### src/rtl/xrv_mem_arb.sv
// -----------------------------------------------------------------------------
// xrv_mem_arb
//   Shares one memory bus between the instruction-fetch (IF) port and the
//   load/store (LS) port. LS normally wins because it stalls the pipeline.
//   A starvation counter forces IF through after STARVE_MAX consecutive LS
//   wins. Only one transaction is outstanding at a time, and its response is
//   routed back to the port that owns it. A flush kills an in-flight fetch
//   response so no stale instruction reaches IF.
//
// Ports
//   clk, rstb                 clock, asynchronous active-low reset
//   flush                     pipeline flush, kills the in-flight fetch
//   if_req/if_addr            fetch request (level) and address
//   if_gnt/if_rvalid/if_rdata fetch accept, response valid, response data
//   ls_req/ls_we/ls_be/
//   ls_addr/ls_wdata          load/store request (level) and payload
//   ls_gnt/ls_rvalid/ls_rdata LS accept, completion, load data
//   mem_req/mem_we/mem_be/
//   mem_addr/mem_wdata        memory bus request, muxed from the winner
//   mem_gnt/mem_rvalid/
//   mem_rdata                 memory bus accept and response
//   busy                      a transaction is outstanding or being dropped
// -----------------------------------------------------------------------------
module xrv_mem_arb #(
  parameter int AW         = 32,
  parameter int STARVE_MAX = 4
) (
  input  logic          clk,
  input  logic          rstb,
  input  logic          flush,
  input  logic          if_req,
  input  logic [AW-1:0] if_addr,
  output logic          if_gnt,
  output logic          if_rvalid,
  output logic [31:0]   if_rdata,
  input  logic          ls_req,
  input  logic          ls_we,
  input  logic [3:0]    ls_be,
  input  logic [AW-1:0] ls_addr,
  input  logic [31:0]   ls_wdata,
  output logic          ls_gnt,
  output logic          ls_rvalid,
  output logic [31:0]   ls_rdata,
  output logic          mem_req,
  output logic          mem_we,
  output logic [3:0]    mem_be,
  output logic [AW-1:0] mem_addr,
  output logic [31:0]   mem_wdata,
  input  logic          mem_gnt,
  input  logic          mem_rvalid,
  input  logic [31:0]   mem_rdata,
  output logic          busy
);

  localparam int CW = (STARVE_MAX < 1) ? 1 : $clog2(STARVE_MAX + 1);

  typedef enum logic [1:0] {
    ST_IDLE    = 2'd0,
    ST_BUSY_IF = 2'd1,
    ST_BUSY_LS = 2'd2,
    ST_DROP    = 2'd3
  } state_t;

  state_t        r_state;
  logic [CW-1:0] r_starve_cnt;

  logic w_idle;
  logic w_starved;
  logic w_sel_if;
  logic w_sel_ls;

  // Arbitration is purely combinational and re-evaluated every idle cycle;
  // nothing is locked until the memory grants, so the winner may change
  // while mem_gnt is still low.
  // NOTE: every signal written here gets a default first so no latch is inferred.
  always_comb begin
    w_idle    = (r_state == ST_IDLE);
    w_starved = (r_starve_cnt == CW'(STARVE_MAX));
    // A flush blocks the fetch grant in the same cycle; LS is unaffected.
    w_sel_if  = w_idle & if_req & ~flush & (~ls_req | w_starved);
    w_sel_ls  = w_idle & ls_req & ~w_sel_if;

    mem_req   = w_sel_if | w_sel_ls;
    mem_we    = 1'b0;
    mem_be    = 4'h0;
    mem_addr  = '0;
    mem_wdata = 32'h0;
    if (w_sel_if) begin
      mem_be   = 4'hF;
      mem_addr = if_addr;
    end else if (w_sel_ls) begin
      mem_we    = ls_we;
      mem_be    = ls_be;
      mem_addr  = ls_addr;
      mem_wdata = ls_wdata;
    end

    if_gnt = mem_gnt & w_sel_if;
    ls_gnt = mem_gnt & w_sel_ls;

    // Responses are routed in the same cycle they arrive. A flush coincident
    // with the fetch response suppresses it.
    if_rvalid = (r_state == ST_BUSY_IF) & mem_rvalid & ~flush;
    ls_rvalid = (r_state == ST_BUSY_LS) & mem_rvalid;
    if_rdata  = if_rvalid ? mem_rdata : 32'h0;
    ls_rdata  = ls_rvalid ? mem_rdata : 32'h0;

    busy = ~w_idle;
  end

  // NOTE: sequential state uses non-blocking assignments and an asynchronous
  // active-low reset so every register sees pre-edge values.
  always_ff @(posedge clk or negedge rstb) begin
    if (!rstb) begin
      r_state      <= ST_IDLE;
      r_starve_cnt <= '0;
    end else begin
      case (r_state)
        ST_IDLE: begin
          if (if_gnt)      r_state <= ST_BUSY_IF;
          else if (ls_gnt) r_state <= ST_BUSY_LS;
        end
        ST_BUSY_IF: begin
          if (mem_rvalid) r_state <= ST_IDLE;
          else if (flush) r_state <= ST_DROP;
        end
        ST_BUSY_LS: begin
          if (mem_rvalid) r_state <= ST_IDLE;
        end
        ST_DROP: begin
          // The dropped fetch response is swallowed; further flushes are moot.
          if (mem_rvalid) r_state <= ST_IDLE;
        end
        default: r_state <= ST_IDLE;
      endcase

      // Counts LS wins taken while IF was waiting; an IF grant clears it.
      if (if_gnt)
        r_starve_cnt <= '0;
      else if (ls_gnt && if_req && !w_starved)
        r_starve_cnt <= r_starve_cnt + CW'(1);
    end
  end

endmodule

### config.mk
export PLATFORM = sky130hd
export DESIGN_NAME = xrv_mem_arb
export DESIGN_NICKNAME = d
export VERILOG_FILES = /design/src/rtl/xrv_mem_arb.sv
export SDC_FILE = /design/constraint.sdc
export NUM_CORES = 1
export LEC_CHECK = 0
export CORE_AREA = 2 2 107 109
export CTS_BUF_LIST = sky130_fd_sc_hd__clkbuf_8
export DETAILED_ROUTE_END_ITERATION = 12
export DIE_AREA = 0 0 109 111
export DONT_BUFFER_PORTS = 1
export PLACE_DENSITY = 0.3
export SLEW_MARGIN = 20
export SYNTH_ARGS = -nofsm -noshare
export SYNTH_HDL_FRONTEND = slang
export SYNTH_SLANG_ARGS = --single-unit
### constraint.sdc
create_clock -name clk -period 1.45 [get_ports clk]
set_input_delay 0.145 -clock clk [delete_from_list [all_inputs] [get_ports clk]]
set_output_delay 0.145 -clock clk [all_outputs]
set_load 0.01 [all_outputs]
==> impl_metrics.ini, run 1 <==
[finish]
nFillCells = 1206
post-route-util_pct = 22.8
final_nets = 368
multiInputGateArea_um2 = 1540
num_antenna_cells = 0
final_cells = 368
ff_latch_area_um2 = 125
drive_above_1_share_pct = 75.1
area_growth_pct = 77.3

[die]
initial_core_util_pct = 12.9
die_height_um = 111
die-area_um2 = 12100
die_w_um = 109
num_rows = 39
core_area_um2 = 11100
ioPinCount = 279

[detailed_routing]
drtPass1Iterations = 4
routed_wl_um = 9360
vias = 1705
remaining_drc_errors = 0
avgViaCountPerCell = 4.63
drt_iter0_drc = 71
wl_per_cell_um = 25.4
drt.antenna.violating_nets = 0

[sta]
setup_viol = 143
drv_slew = 0
fmax_mhz = 532
maxSlewHeadroom_pct = 79.0
period_minus_slack_ns = 1.88
period_share_pct = 130
worst_slack_ns = -0.429
timing.setup.tns_ns = -44.06
worstMarginPinSlew_ns = 0.315
rsz0062_at_grt = yes
hold_violations = 0
finalClockSkew_ns = 0.000788

[worst_setup_path]
critPathMaxFanout = 33
arrival_ns = 1.73
critPathSlowestCell = or3b_4
cp.required_ns = 1.31
crit_chain = or3b_4 > a31oi_4 > buf_12 > a22o_2
crit_type = reg -> out
cpPeakStageDelay_ns = 0.42
startpoint_type = register
crit_path_end_kind = output pin

[synthesis]
yosys_most_used_dff = dfrtp_1
synth.area.top_cells = and2_1 (43%), a22o_1 (20%), dfrtp_1 (8.8%), buf_6 (4.0%), a21o_1 (3.2%)
synth.top_cell.area_share_pct = 42.6
synth_seq_cells = 5
yosysTopAreaCell = and2_1
synth_cell_types = 30
synth_edf_count = 0
syn_inst = 192
syn_area_per_cell_um2 = 7.42
yosys_warnings = 0
async_flop_share_pct = 100
ys_seq_area_share_pct = 8.79
syn-cell-area_um2 = 1420
syn_nets = 334

[placed_design]
hpwl_um = 6250
dpl_worst_slack_ns = -0.313
dp.cells = 337
gp_congestion = 0.810
io_buffers = 0

[grt]
gr-usage-met1_pct = 10.9
grt_pass1_vias = 1790
grt_pass1_wl_um = 11200
met3_usage_pct = 2.94
grt_max_degree = 35
grt.busiest_layer = met2
gr-usage-all-layers_pct = 12.6
overflow = 0
antenna_found_initial = 0
met2_usage_pct = 26.0

[clocking]
clock_sinks = 5
clkTransAtPathRegs_ns = 0.04
cts_made_buffers = 3
clk_latency_ns = 0.22
root_buffer = clkbuf_8
clk_path_buf_depth = 2
cts_max_level = 1
cts_tree = done

[power]
vdd_drop_max_uv = 386
power_mw = 2.17
pwr_density_cell_nw_per_um2 = 860
p_leak_nw = 1.14

[outcome]
failed_checks = setup timing
status = complete, but fails checks

[hold_path]
min_path_type = in -> reg

[job]
cap_violations = 0
## cell usage in the layout (no fill, tap or decap), types with 2 or more instances in the layout
cell	count
and2_4	92
a22o_1	22
buf_4	15
buf_6	14
buf_12	11
a22o_4	7
a21o_1	6
and2_1	5
dfrtp_1	5
inv_1	4
clkbuf_16	4
a22o_2	3
nand3_1	3
clkbuf_8	3
inv_2	2
nor3b_4	2
nor2_2	2
nand2_1	2
a21oi_2	2
## worst max-delay path: cells and delay by family (launching register included)
kind	cells	cell delay (ns)
AOI/OAI and AO/OA	2	0.46
and+or+nand+nor	1	0.42
DFF	1	0.38
buffers and inverters	1	0.22
## cell families (layout without fill, tap and decap cells)
logic type / count (synthesis) / after routing / synth area share, %
and+or+nand+nor: 116 / 116 / 52.0
AOI/OAI and AO/OA: 47 / 47 / 27.7
buffers and inverters: 22 / 55 / 9.75
DFF: 5 / 5 / 8.79
adders and majority gates: 2 / 2 / 1.76
## sequential cells by signal, indices dropped and copies added (netlist names)
signal	cells
r_state	2
r_starve_cnt	3
## cells in the mapped netlist, drive strengths merged (2+ instances only)
| master | n |
|---|---|
| nor2 | 3 |
| nand2 | 2 |
| a21oi | 3 |
| clkbuf | 7 |
| ha | 2 |
| nand3 | 3 |
| nor3b | 2 |
| a21o | 6 |
| and2 | 98 |
| a22o | 32 |
| buf | 10 |
| dfrtp | 5 |
| inv | 5 |
## path summary, 6_finish.rpt
check / startpoint / end / slack [ns] / depth (start not counted)
hold reg to reg: r_starve_cnt[0] / r_starve_cnt[0] / 0.71 / 4
setup / recovery: r_state[1] / mem_addr[31] / -0.43 / 4
max in group asynchronous: rstb / r_starve_cnt[1] / 1.01 / 1
hold / removal: flush / r_state[1] / 0.09 / 1
min in group asynchronous: rstb / r_starve_cnt[2] / 0.23 / 1
setup reg to reg: r_state[1] / r_starve_cnt[2] / -0.19 / 5
## through the flow
step,area (µm²),hold slack (ns)
global route,2520,0.0913
global placement,1770,-0.150
finish,2520,0.0926
CTS,2470,0.0874
floorplan,1500,-0.151
detailed placement,1770,-0.150
## metal layers
| metal | wire length [µm] | vias up |
|---|---|---|
| met5 | 0 | - |
| met4 | 350 | 0 |
| met3 | 954 | 18 |
| met2 | 5210 | 168 |
| met1 | 2840 | 796 |
| li1 | - | 723 |
## what timing repair did
item                                    4_1_cts  5_1_grt
pin swaps                                    53       30
cloned                                        7        5
setup buffers                                19        5
gates resized for setup                     103       19
endpoints found under the setup margin      140      144
endpoints found under the hold margin         5        0
hold buffers                                  1        0
## layout make-up
class                   instances  share of cell area [%]
multi-input cells             165                    61.1
repair buffers                 46                    24.4
well taps                     143                    7.09
flip-flops and latches          5                    4.96
clock buffers                   3                    1.64
inverters                       5                   0.743
clock inverters                 1                   0.149
## power by group
group | internal [mW] | switching (mW) | total (mW)
Sequential | 0.185 | 0.0554 | 0.240
Combinational | 0.867 | 0.811 | 1.68
Clock | 0.182 | 0.0710 | 0.253
Total | 1.23 | 0.938 | 2.17
(Power assumes the default switching activity.)
==> inputs of run 2 (changes only) <==
clock period = 1.8 ns   (was 1.45 ns; I/O delays follow)
==> impl_metrics.ini, run 2 (same netlist as run 1, synthesis figures left out) <==
[grt]
gr-usage-all-layers_pct = 11.6
grt_max_degree = 34
grt_pass1_wl_um = 10200
grt_pass1_vias = 1637
overflow = 0
antenna_found_initial = 1

[power]
pwr_density_cell_nw_per_um2 = 726
power_mw = 1.71
p_leak_nw = 1.08
vdd_drop_max_uv = 297

[clocking]
clkTransAtPathRegs_ns = 0.03
root_buffer = clkbuf_8
clk_latency_ns = 0.22
cts_max_level = 1
cts_made_buffers = 3
cts_tree = done
clk_path_buf_depth = 2
clock_sinks = 5

[worst_setup_path]
arrival_ns = 1.73
crit_path_end_kind = output pin
critPathMaxFanout = 16
startpoint_type = register
crit_type = reg -> out
cp.required_ns = 1.62

[finish]
final_nets = 353
drive_above_1_share_pct = 52.9
area_growth_pct = 65.0
final_common_cell = and2_1
largest_register_ffs = 3
max_flop_register = r_starve_cnt
post-route-util_pct = 21.2
final_cell_mix = and2_1 (63), and2_4 (33), a22o_4 (30)
top_regs = r_starve_cnt x3, r_state x2

[placed_design]
gp_congestion = 0.811
io_buffers = 0
hpwl_um = 6170

[detailed_routing]
routed_wl_um = 8130
wl_per_cell_um = 22.9
remaining_drc_errors = 0
drtPass1Iterations = 3
drt_iter0_drc = 30
vias = 1608
drt.antenna.violating_nets = 0
avgViaCountPerCell = 4.53

[sta]
rsz0062_at_grt = yes
period_share_pct = 106
whs_ns = 0.139
worstMarginPinSlew_ns = 0.325
fmax_mhz = 525
maxSlewHeadroom_pct = 78.3
worst_slack_ns = -0.106
setup_viol = 66
hold_violations = 0
finalClockSkew_ns = 0.000764
drv_slew = 0
period_minus_slack_ns = 1.91

[die]
initial_core_util_pct = 12.9
die-area_um2 = 12100
core_area_um2 = 11100
num_rows = 39
die_w_um = 109
die_height_um = 111
ioPinCount = 279

[hold_path]
min_path_type = in -> reg

[job]
cap_violations = 0

[outcome]
failed_checks = setup timing
status = complete, but fails checks
run 2: changes by cell type in the layout (fill, tap and decap cells not counted), sizes merged:
| cell | change |
|---|---|
| buf | -12 |
| clkbuf | -3 |
| diode | +2 |
run 2: layout make-up:
cell class | count | area (µm²)
inverter | 5 | 18.8
fill | 1202 | 8730
antenna | 2 | 5.00
clock inverter | 1 | 3.75
multi-input combinational | 165 | 1560
clock buffer | 3 | 41.3
tap | 143 | 179
timing repair buffer | 31 | 414
sequential | 5 | 125
run 2: final timing paths:
check,startpoint,to,slack (ns),cells past startpoint
min,flush,r_state[1],0.14,1
min in group asynchronous,rstb,r_state[0],0.26,1
max,r_state[1],mem_addr[9],-0.11,5
min reg2reg,r_starve_cnt[1],r_starve_cnt[1],0.64,3
max reg2reg,r_state[0],r_starve_cnt[2],0.26,4
max in group asynchronous,rstb,r_starve_cnt[2],1.33,1
run 2: per-layer routing:
| metal | GRT usage [%] | vias to the layer above | routed length (µm) |
|---|---|---|---|
| li1 | - | 698 | - |
| met1 | 9.34 | 739 | 2290 |
| met2 | 24.4 | 165 | 4580 |
| met3 | 4.17 | 6 | 1070 |
| met4 | 3.85 | 0 | 190 |
| met5 | 0 | - | 0 |
run 2: timing repair:
| action | in CTS | in global routing |
|---|---|---|
| setup endpoints to repair | 70 | 70 |
| cloned | 6 | 1 |
| setup buffers | 6 | 4 |
| hold buffers | 1 | 0 |
| endpoints found under the hold margin | 5 | 0 |
| resized for setup | 78 | 6 |
| pin swaps | 3 | 4 |
run 2: stage by stage:
step | TNS (ns) | area (µm²) | std cells | setup WS [ns]
after global routing | -9.72 | 2350 | 355 | -0.181
after detailed placement | 0 | 1640 | 332 | 0.0463
after floorplan | 0 | 1420 | 192 | 0.135
after CTS | -6.14 | 2280 | 349 | -0.118
final | -4.59 | 2350 | 355 | -0.106
after global placement | 0 | 1640 | 332 | 0.0764
run 2: critical path, stage by stage (launching register included):
cell and delay (ns):
dfrtp_1 0.38, or3b_4 0.42, a31oi_4 0.17, buf_12 0.17
buf_16 0.16, a22o_1 0.19
run 2: power breakdown:
group	switching, mW	internal [mW]
Clock	0.0538	0.146
Sequential	0.0455	0.149
Combinational	0.638	0.673
==> inputs of run 3 (changes only) <==
CTS_CLUSTER_DIAMETER = 200   (was not set)
GPL_TIMING_DRIVEN = 0   (was not set)
==> impl_metrics.ini, run 3 (same netlist as run 1, synthesis figures left out) <==
[clocking]
clock_sinks = 5
cts_tree = done
clkTransAtPathRegs_ns = 0.04
cts_made_buffers = 3
clk_path_buf_depth = 2
clk_latency_ns = 0.22
root_buffer = clkbuf_8
cts_max_level = 1

[grt]
grt_pass1_wl_um = 9470
gr-usage-all-layers_pct = 10.7
grt_max_degree = 11
grt_pass1_vias = 1582
overflow = 0
antenna_found_initial = 0

[detailed_routing]
avgViaCountPerCell = 4.51
drt_iter0_drc = 30
routed_wl_um = 7920
vias = 1638
wl_per_cell_um = 21.8
m1WireLength_um = 2210
wl_met3_um = 1050
remaining_drc_errors = 0
wl_met2_um = 4330
top_layer = met4
drt.antenna.violating_nets = 0
drtPass1Iterations = 4

[sta]
hold_violations = 0
drv_slew = 0
timing.setup.tns_ns = -9.24
rsz0062_at_grt = yes
fmax_mhz = 506
setup_viol = 70
period_minus_slack_ns = 1.97
period_share_pct = 110
finalClockSkew_ns = 0.00136
maxSlewHeadroom_pct = 53.4
worst_slack_ns = -0.175
worstMarginPinSlew_ns = 0.698

[worst_setup_path]
critPathSlowestCell = or3b_4
cpPeakStageDelay_ns = 0.43
critPathMaxFanout = 8
cp.required_ns = 1.62
crit_family = simple AND/OR/NAND/NOR gates
crit_path_end_kind = output pin
reg2reg_depth = 4
cp.buffers_inverters = 2
critical_path_depth = 5
crit_chain = or3b_4 > a31oi_4 > buf_12 > buf_8 > a22o_1
startpoint_type = register
crit_type = reg -> out
arrival_ns = 1.79

[power]
power_mw = 1.76
vdd_drop_max_uv = 329
p_leak_nw = 1.17
pwr_density_cell_nw_per_um2 = 693

[die]
num_rows = 39
die_w_um = 109
initial_core_util_pct = 12.9
die_height_um = 111
ioPinCount = 279
die-area_um2 = 12100
core_area_um2 = 11100

[finish]
top_regs = r_starve_cnt x3, r_state x2
area_growth_pct = 77.9
max_flop_register = r_starve_cnt
final_cells = 363
final_common_cell = and2_1
final_cell_mix = and2_1 (51), and2_4 (46), a22o_4 (29)
final_nets = 363
nFillCells = 1179
num_antenna_cells = 0
drive_above_1_share_pct = 60.5
largest_register_ffs = 3
ff_latch_area_um2 = 128
multiInputGateArea_um2 = 1600

[job]
cap_violations = 0

[placed_design]
dp.cells = 335
gp_congestion = 0.820
hpwl_um = 6450
dpl_worst_slack_ns = -0.313
io_buffers = 0

[hold_path]
whs_path_depth = 1
min_path_type = in -> reg

[outcome]
failed_checks = setup timing
status = complete, but fails checks
## run 3: cell types whose count changed in the layout (fill, tap and decap cells not counted), moves of 3 or more
cell,before,now
buf_16,5,2
buf_4,17,12
and2_1,63,51
buf_8,0,6
and2_4,33,46
buf_6,3,8
buf_12,4,7
## run 3: what timing repair did
action	CTS	global route
buffers inserted	5	10
endpoints found under the hold margin	5	0
endpoints found under the setup margin	133	134
resized for setup	86	69
gates cloned	4	5
hold buffers	1	0
pin swaps	7	31
## run 3: cell type report
cell class | instances | share of cell area [%]
flip-flops and latches | 5 | 5.04
inverters | 5 | 0.741
repair buffers | 24 | 12.8
well taps | 143 | 7.06
multi-input cells | 165 | 63.3
clock buffers | 3 | 1.63
clock inverters | 1 | 0.148
plain buffers | 17 | 9.33
## run 3: where the power goes
group | total (mW) | internal (mW) | switching (mW) | leakage (nW)
Combinational | 1.36 | 0.718 | 0.641 | 1.08
Sequential | 0.195 | 0.150 | 0.0453 | 0.0627
Clock | 0.202 | 0.146 | 0.0553 | 0.0269
## run 3: path summary, 6_finish.rpt
path	startpoint	end	slack, ns
max	r_state[1]	mem_addr[9]	-0.17
min	flush	r_state[1]	0.13
max reg2reg	r_state[1]	r_starve_cnt[1]	0.09
min reg2reg	r_starve_cnt[0]	r_starve_cnt[0]	0.60
max in group asynchronous	rstb	r_state[0]	1.33
min in group asynchronous	rstb	r_starve_cnt[2]	0.25
## run 3: per-layer routing
metal	global-route usage (%)	vias to the layer above
li1	-	715
met1	8.45	741
met2	22.2	168
met3	3.82	14
met4	4.79	0
met5	0	-
## run 3: stage by stage
stage	util [%]	cell area (µm²)	hold WS [ns]
2_1_floorplan	-	1420	-0.116
3_3_place_gp	14.5	1600	-0.115
3_5_place_dp	14.5	1600	-0.115
4_1_cts	19.8	2190	0.123
5_1_grt	22.9	2530	0.123
6_report	22.9	2530	0.126
==> RTL edit: new RTL, settings of run 2 <==
The parameter `STARVE_MAX` goes from 4 to 2.
--- a/src/rtl/xrv_mem_arb.sv
+++ b/src/rtl/xrv_mem_arb.sv
@@ -23,7 +23,7 @@
 // -----------------------------------------------------------------------------
 module xrv_mem_arb #(
   parameter int AW         = 32,
-  parameter int STARVE_MAX = 4
+  parameter int STARVE_MAX = 2
 ) (
   input  logic          clk,
   input  logic          rstb,
Formal check against the unedited RTL: not equivalent (a bounded check fails within 10 cycles, from zero or initial values and one cycle with rstb low).
==> RTL edit against run 2 <==
  * The flow still finishes with violations (setup timing)
  * Wire length decreased by 4.3%
  * Count of clock-buffer cells in the layout unchanged
  * Critical path depth unchanged
  * Cell area decreased by 2.2%
  * Total power decreased by 4.4%
  * Sequential power decreased by 28%
  * Die area unchanged
  * Clock skew about the same
  * Worst setup slack improved by 0.075 ns
  * Clock power decreased by 9%
  * Sequential cell count decreased by 1
  * Sequential share of layout area decreased by 0.97 points
  * Fmax increased by 4.1%
  * Synthesized area decreased by 7.8%
  * Critical path type unchanged
  * Critical endpoint is now mem_wdata[15]
  * Largest power group unchanged
==> RTL edit: results <==
[place]
place_area_um2 = 1500
pre_cts_ws_ns = 0.0679
hpwlAfterDp_um = 5540
gp_congestion = 0.750
io_buffers = 0

[cts]
clkSlewWorstSetupHoldPaths_ns = 0.03
ctsRootBufferMaster = clkbuf_8
max-clock-path-buffers = 2
htree_levels = 1
cts_buffers = 3
worst_skew_pair.late_latency_ns = 0.21

[logic_synthesis]
synth_cell_types = 23
synth_top_area_cell = and2_1
syn-instance-count = 181
ys_seq_area_frac = 0.0763
syn-num-nets = 322
ys.flop_type = dfrtp_1
async_reset_ff_frac = 1.00
synth_common_cells = and2_1, a22o_1, clkbuf_1
synth.area.top_cells = and2_1, a22o_1, dfrtp_1, buf_6, clkbuf_1
yosys_warnings = 0

[timing]
slew_headroom = 0.789
setup_slack_ns = -0.0308
finalSetupViolations = 31
fin_skew_ns = 0.000949

[global_route]
grt_max_degree = 34
grt_pass1_vias = 1410
grt_usage = 0.102
antenna_found_initial = 2
grt_pass1_wl_um = 8860

[power]
p_leak_nw = 1.05
ir_drop_mv = 0.200
sw_frac_of_total = 0.415

[layout]
layout.nets = 339
top_regs = r_starve_cnt: 2 flops, r_state: 2 flops
layout-drive-gt1-share = 0.546

[drt]
vias_per_cell = 4.48
dr.pass1.iters = 4
wl_per_cell_um = 22.8
route.vias.total = 1526
detailedRoute.firstIterationViolations = 52

[critical_path]
worstPathArrival_ns = 1.65
critPathMaxFanout = 6

[hold_path]
hold_path.class = in -> reg

[run_status]
outcome = finished, violations left
violations = setup timing
[RTL edit: area by class of cell]
cell class,count,area [µm²]
Sequential cell,4,100
Inverter,4,15.0
Timing Repair Buffer,30,469
Tap cell,143,179
Antenna cell,2,5.00
Multi-Input combinational cell,155,1490
Fill cell,1194,8780
Clock buffer,3,41.3
[RTL edit: logic make-up (layout without fill, tap and decap cells)]
logic type | count (synthesis) | count (layout) | share of synthesized area
buffers and inverters | 22 | 37 | 0.0953
DFF | 4 | 4 | 0.0763
adders and majority gates | 1 | 1 | 0.00953
and+or+nand+nor | 109 | 109 | 0.522
other | 0 | 2 | 0
AOI/OAI and AO/OA | 45 | 45 | 0.296
[RTL edit: worst max-delay path, cell delays in order, from the launching register on]
cell,delay (ns)
dfrtp_1,0.36
or2_4,0.27
a311oi_4,0.29
buf_6,0.20
clkbuf_16,0.16
and2_4,0.15
[RTL edit: final timing paths]
kind / start / endpoint / slack (ns) / cells past startpoint
min in group asynchronous: rstb / r_starve_cnt[0] / 0.24 / 1
max in group asynchronous: rstb / r_state[0] / 1.39 / 1
setup / recovery: r_state[1] / mem_wdata[15] / -0.03 / 5
hold reg to reg: r_starve_cnt[0] / r_starve_cnt[0] / 0.57 / 2
setup reg to reg: r_state[1] / r_starve_cnt[0] / 0.23 / 7
hold / removal: mem_rvalid / r_state[1] / 0.06 / 1
[RTL edit: metrics by stage]
stage,TNS [ns],power (mW),util
floorplan,0,0.757,-
global placement,0,0.888,0.135
detailed placement,0,0.896,0.135
CTS,-3.12,1.44,0.183
global route,-6.58,1.73,0.207
finish,-0.363,1.63,0.208
[RTL edit: power by group through the flow]
stage / Sequential, mW / Clock (mW) / Combinational, mW
floorplan: 0.133 / 0 / 0.624
global placement: 0.133 / 0 / 0.755
detailed placement: 0.133 / 0 / 0.763
CTS: 0.132 / 0.191 / 1.11
global route: 0.145 / 0.193 / 1.40
finish: 0.140 / 0.183 / 1.31
[RTL edit: what timing repair did]
item                                    CTS  global route
endpoints found under the setup margin   71            71
cloned                                    5             6
buffers inserted                          6             2
pin swaps                                12            21
resized for setup                        63            24
hold buffers                              1             0
hold endpoints to repair                  4             0
[RTL edit: metal layers]
| layer | track usage | share of wire | vias to the layer above |
|---|---|---|---|
| li1 | - | - | 650 |
| met1 | 0.0877 | 0.29 | 704 |
| met2 | 0.201 | 0.55 | 164 |
| met3 | 0.0506 | 0.13 | 8 |
| met4 | 0.0274 | 0.021 | 0 |
| met5 | 0 | 0 | - |
